[config.mk]
export PLATFORM = sky130hd
export DESIGN_NAME = serial_adder_flat
export DESIGN_NICKNAME = d
export VERILOG_FILES = /design/src/rtl/serial_adder_if.sv /design/src/rtl/serial_adder.sv /design/src/flat_wrapper.sv
export SDC_FILE = /design/constraint.sdc
export NUM_CORES = 1
export LEC_CHECK = 0
export CAP_MARGIN = 20
export CORE_MARGIN = 2
export CORE_UTILIZATION = 40
export CTS_BUF_LIST = sky130_fd_sc_hd__clkbuf_16
export CTS_CLUSTER_SIZE = 12
export DETAILED_ROUTE_END_ITERATION = 16
export GPL_ROUTABILITY_DRIVEN = 0
export PLACE_DENSITY = 0.68
export REMOVE_ABC_BUFFERS = 1
export SLEW_MARGIN = 30
export SYNTH_ARGS = -nofsm -noshare
export SYNTH_HDL_FRONTEND = slang
export SYNTH_SLANG_ARGS = --single-unit
[constraint.sdc]
create_clock -name clk -period 1.4 [get_ports clk]
set_clock_uncertainty 0.2 [all_clocks]
set_input_delay 0.28 -clock clk [delete_from_list [all_inputs] [get_ports clk]]
set_output_delay 0.28 -clock clk [all_outputs]
set_load 0.005 [all_outputs]
[src/rtl/serial_adder_if.sv]
// Handshake/operand bundle for serial_adder.
// Optional subtract mode: define SERIAL_ADDER_SUB_EN to add the 'sub' request bit.
interface serial_adder_if #(
  parameter int WIDTH = 8
);
  logic             start;
  logic [WIDTH-1:0] a;
  logic [WIDTH-1:0] b;
`ifdef SERIAL_ADDER_SUB_EN
  logic             sub;
`endif
  logic             busy;
  logic             done;
  logic [WIDTH-1:0] sum;
  logic             cout;

`ifdef SERIAL_ADDER_SUB_EN
  modport master (output start, a, b, sub, input busy, done, sum, cout);
  modport slave  (input start, a, b, sub, output busy, done, sum, cout);
`else
  modport master (output start, a, b, input busy, done, sum, cout);
  modport slave  (input start, a, b, output busy, done, sum, cout);
`endif
endinterface

[src/rtl/serial_adder.sv]
// Bit-serial ripple adder: one result bit per RUN cycle, LSB first.
// IDLE -> RUN (WIDTH cycles) -> DONE (one cycle) -> IDLE.
// Optional subtract mode: define SERIAL_ADDER_SUB_EN; b is complemented
// on capture and the carry preset to 1, giving a-b with cout = no-borrow.
module serial_adder #(
  parameter int WIDTH = 8
) (
  input logic          clk,
  input logic          rst_n,
  serial_adder_if.slave bus
);

  localparam int CW = $clog2(WIDTH + 1);
  localparam logic [CW-1:0] LAST_BIT = CW'(WIDTH - 1);

  typedef enum logic [1:0] {
    IDLE = 2'b00,
    RUN  = 2'b01,
    DONE = 2'b10
  } state_t;

  state_t           r_state;
  state_t           w_next;
  logic [WIDTH-1:0] r_a;
  logic [WIDTH-1:0] r_b;
  logic [WIDTH-1:0] r_sum;
  logic [CW-1:0]    r_cnt;
  logic             r_carry;
  logic             r_cout;
  logic             r_busy;
  logic             r_done;

  logic             w_accept;
  logic             w_last;
  logic             w_s;
  logic             w_c;
  logic [WIDTH-1:0] w_b_cap;
  logic             w_c_init;

  // Full-adder slice on the current LSBs of the operand shifters.
  assign w_s    = r_a[0] ^ r_b[0] ^ r_carry;
  assign w_c    = (r_a[0] & r_b[0]) | (r_a[0] & r_carry) | (r_b[0] & r_carry);
  assign w_last = (r_cnt == LAST_BIT);

`ifdef SERIAL_ADDER_SUB_EN
  // Subtraction is a + ~b + 1: invert b and seed the carry on capture.
  assign w_b_cap  = bus.sub ? ~bus.b : bus.b;
  assign w_c_init = bus.sub;
`else
  assign w_b_cap  = bus.b;
  assign w_c_init = 1'b0;
`endif

  // Next-state decode; start is only looked at in IDLE.
  always_comb begin
    w_next   = r_state;
    w_accept = 1'b0;
    case (r_state)
      IDLE: begin
        if (bus.start) begin
          w_next   = RUN;
          w_accept = 1'b1;
        end else begin
          w_next = IDLE;
        end
      end
      RUN: begin
        if (w_last) begin
          w_next = DONE;
        end else begin
          w_next = RUN;
        end
      end
      DONE:    w_next = IDLE;
      default: w_next = IDLE;
    endcase
  end

  // State register plus registered busy/done flags decoded from next state.
  always_ff @(posedge clk or negedge rst_n) begin
    if (!rst_n) begin
      r_state <= IDLE;
      r_busy  <= 1'b0;
      r_done  <= 1'b0;
    end else begin
      r_state <= w_next;
      r_busy  <= (w_next == RUN);
      r_done  <= (w_next == DONE);
    end
  end

  // Operand capture and per-bit shifting; cout latched on the final bit only.
  always_ff @(posedge clk or negedge rst_n) begin
    if (!rst_n) begin
      r_a     <= '0;
      r_b     <= '0;
      r_sum   <= '0;
      r_cnt   <= '0;
      r_carry <= 1'b0;
      r_cout  <= 1'b0;
    end else if (w_accept) begin
      r_a     <= bus.a;
      r_b     <= w_b_cap;
      r_carry <= w_c_init;
      r_cnt   <= '0;
    end else if (r_state == RUN) begin
      r_a     <= r_a >> 1;
      r_b     <= r_b >> 1;
      r_sum   <= {w_s, r_sum[WIDTH-1:1]};
      r_carry <= w_c;
      // Counter ends at WIDTH, which fits in CW bits, so it never wraps.
      r_cnt   <= r_cnt + CW'(1);
      if (w_last) begin
        r_cout <= w_c;
      end else begin
        r_cout <= r_cout;
      end
    end else begin
      r_a <= r_a;
    end
  end

  assign bus.busy = r_busy;
  assign bus.done = r_done;
  assign bus.sum  = r_sum;
  assign bus.cout = r_cout;

endmodule

[src/flat_wrapper.sv]
// flat-port wrapper written by rule: the top's interface ports become plain ports
module serial_adder_flat 
#(
  parameter int WIDTH = 8
)
  (clk, rst_n, bus_start, bus_a, bus_b, bus_busy, bus_done, bus_sum, bus_cout);
  serial_adder_if #(.WIDTH(WIDTH)) bus_i ();
  input logic clk;
  input logic rst_n;
  input wire logic [$bits(bus_i.start)-1:0] bus_start;
  input wire logic [$bits(bus_i.a)-1:0] bus_a;
  input wire logic [$bits(bus_i.b)-1:0] bus_b;
  output wire logic [$bits(bus_i.busy)-1:0] bus_busy;
  output wire logic [$bits(bus_i.done)-1:0] bus_done;
  output wire logic [$bits(bus_i.sum)-1:0] bus_sum;
  output wire logic [$bits(bus_i.cout)-1:0] bus_cout;
  assign bus_i.start = bus_start;
  assign bus_i.a = bus_a;
  assign bus_i.b = bus_b;
  assign bus_busy = bus_i.busy;
  assign bus_done = bus_i.done;
  assign bus_sum = bus_i.sum;
  assign bus_cout = bus_i.cout;
  serial_adder #(.WIDTH(WIDTH)) u_core (.clk(clk), .rst_n(rst_n), .bus(bus_i));
endmodule
==> results.json <==
{
  "yosysSeqAreaShare_pct": 60.2,
  "io_pins": 30,
  "slowest_stage": "dfrtp_2",
  "utilization_pct": 65.6,
  "cpPeakStageDelay_ps": 430,
  "path_delay_family": "flip-flops",
  "drt-initial-drc-count": 30,
  "grt_max_degree": 35,
  "fmax_mhz": 699,
  "maxSlewViolCount": 0,
  "antenna_found_initial": 0,
  "grt_pass1_vias": 1129,
  "failed_checks": "setup timing",
  "arrival_ps": 1390,
  "cap_violations": 0,
  "powerDensity_nw_per_um2": 2080,
  "via_per_inst": 4.90,
  "drc": 0,
  "core.rowCount": 21,
  "fin_ws_ps": -30.1,
  "first_pass_iters": 4,
  "coreArea_um2": 3360,
  "hold_viol_final": 0,
  "grt.met3_usage_pct": 5.54,
  "crit_fanout": 4,
  "die_area_um2": 4030,
  "synth_cell_types": 19,
  "cts.sink_count": 34,
  "worstHoldPathType": "input port to async pin",
  "met1_usage_pct": 19.8,
  "worstSetupPathType": "flip-flop to flip-flop",
  "worstPathRequired_ps": 1360,
  "synth_area_um2": 1410,
  "met2_usage_pct": 27.9,
  "initial_utilization_pct": 42.0,
  "vdd_ir_drop_max_uv": 821,
  "routed_wl_um": 3230,
  "diodes": 0,
  "clk_pin_slew_ps": 50,
  "yosys_warnings": 0,
  "ant_nets": 0,
  "cts_tree": "done",
  "drive_above_1_share_pct": 28.1,
  "leakagePower_nw": 1.07,
  "grt_busiest_layer": "met2",
  "worstMarginPinSlew_ps": 217,
  "grt_overflow_total": 0,
  "syn2layout_area_growth_pct": 56.0,
  "p_total_mw": 4.60,
  "root_buffer": "clkbuf_16",
  "rsz0062_at_grt": "yes",
  "die_w_um": 63.5,
  "crit_buf_inv": 0,
  "hpwlAfterDp_um": 2000,
  "post_drt_wl_per_cell_um": 13.3,
  "fin_crit_sh_pct": 102,
  "ys_ff_latch": 34,
  "io_buffers": 29,
  "groute.usage.overall_pct": 16.6,
  "cp_cell_sequence": "nand2b_4 -> nor3_4 -> mux2_4",
  "tns_ps": -30.1,
  "setup_viol": 1,
  "clkLatencyLatePin_ps": 280,
  "h-tree-depth": 2,
  "syn_area_per_cell_um2": 10.0,
  "clockBufferDepth": 2,
  "vias": 1186,
  "critPathLaunchType": "flip-flop",
  "holdBufCountCts": 0,
  "r2r_setup_slack_ps": -30,
  "end_kind": "flip-flop",
  "synthCells": 141,
  "grt_pass1_wl_um": 5080,
  "run_status": "finished, violations left",
  "cts_buffers": 5,
  "num-nets-final": 216,
  "fin_crit_ps": 1430,
  "die_h_um": 63.5,
  "slew_headroom_pct": 85.4
}
[cell usage in the layout (no fill, tap or decap), types with 2 or more instances in the layout]
cell type,count
nand2_1,60
dfrtp_1,32
buf_4,18
clkdlybuf4s50_1,17
a22oi_2,10
clkdlybuf4s15_1,8
clkbuf_16,6
buf_6,5
o21ai_0,4
a22oi_1,4
dlygate4sd2_1,4
nand2b_1,3
nand2_2,2
buf_12,2
dfrtp_2,2
[what timing repair did]
action,in CTS,in global routing
pin swaps,1,4
cloned,0,1
endpoints found under the setup margin,27,28
resized for setup,23,25
buffers inserted,8,4
[stage by stage]
step	setup WS, ps	cell area (um2)	instances	hold WS (ps)
2_1_floorplan	-561	1370	133	-216
3_3_place_gp	-282	1850	222	259
3_5_place_dp	-313	1850	222	263
4_1_cts	-48.8	2070	237	174
5_1_grt	-50.5	2210	242	216
6_report	-30.1	2210	242	168
[sequential cells by signal, summed over array words and instances, names as in the netlist]
register / count
u_core.r_b: 8
u_core.bus.done: 1
u_core.r_cnt: 4
u_core.bus.busy: 1
u_core.r_carry: 1
u_core.bus.sum: 8
u_core.r_state: 2
u_core.bus.cout: 1
u_core.r_a: 8
[logic make-up (layout without fill, tap and decap cells)]
group / after synthesis / after routing / synth area share, %
mux: 2 / 2 / 1.50
simple gates: 72 / 72 / 22.0
flops: 34 / 34 / 60.2
fa+ha+maj: 2 / 2 / 2.30
compound gates: 23 / 23 / 11.2
buf+inv: 8 / 63 / 2.83
[cells in the mapped netlist]
master	number	share of area, %
nor3b_2	1	0.88
nor3b_1	1	0.53
o21bai_1	2	1.1
nand2b_1	4	1.8
mux2i_1	1	0.71
dfrtp_1	34	60
nand4_1	1	0.44
nor3_1	1	0.35
a21o_1	1	0.53
fa_1	1	1.4
a22oi_1	14	7.4
o21ai_1	2	0.71
nor2b_1	1	0.44
nand2_1	62	16
nor3_4	1	1.2
buf_2	8	2.8
ha_1	1	0.88
mux2_1	1	0.80
o21ai_0	4	1.4
[report_power, final]
part	leakage [nW]	switching (mW)	internal (mW)
combinational	0.566	0.857	1.04
sequential	0.434	0.288	1.40
clock	0.0724	0.376	0.641
total	1.07	1.52	3.07
[per-layer routing]
layer	up-vias	wire length (um)
met5	-	0
met3	5	150
li1	571	-
met2	31	1680
met1	579	1350
met4	0	46
[worst paths after layout]
check                                   from           endpoint  cells past startpoint
min reg2reg                    u_core.r_b[4]      u_core.r_b[4]                      2
min                                    rst_n  u_core.bus.sum[1]                      2
max in group asynchronous              rst_n  u_core.r_state[0]                      2
min in group clk               u_core.r_b[4]      u_core.r_b[4]                      2
max reg2reg                u_core.r_state[1]    u_core.bus.cout                      3
max                        u_core.r_state[1]    u_core.bus.cout                      3
[cell type report]
cell class,instances,area (um2)
tap,46,57.6
sequential,34,853
multi-input combinational,99,616
clock inverter,3,12.5
fill,290,1160
timing repair buffer,55,542
clock buffer,5,125
No activity file was read; power rests on OpenSTA's default activity.
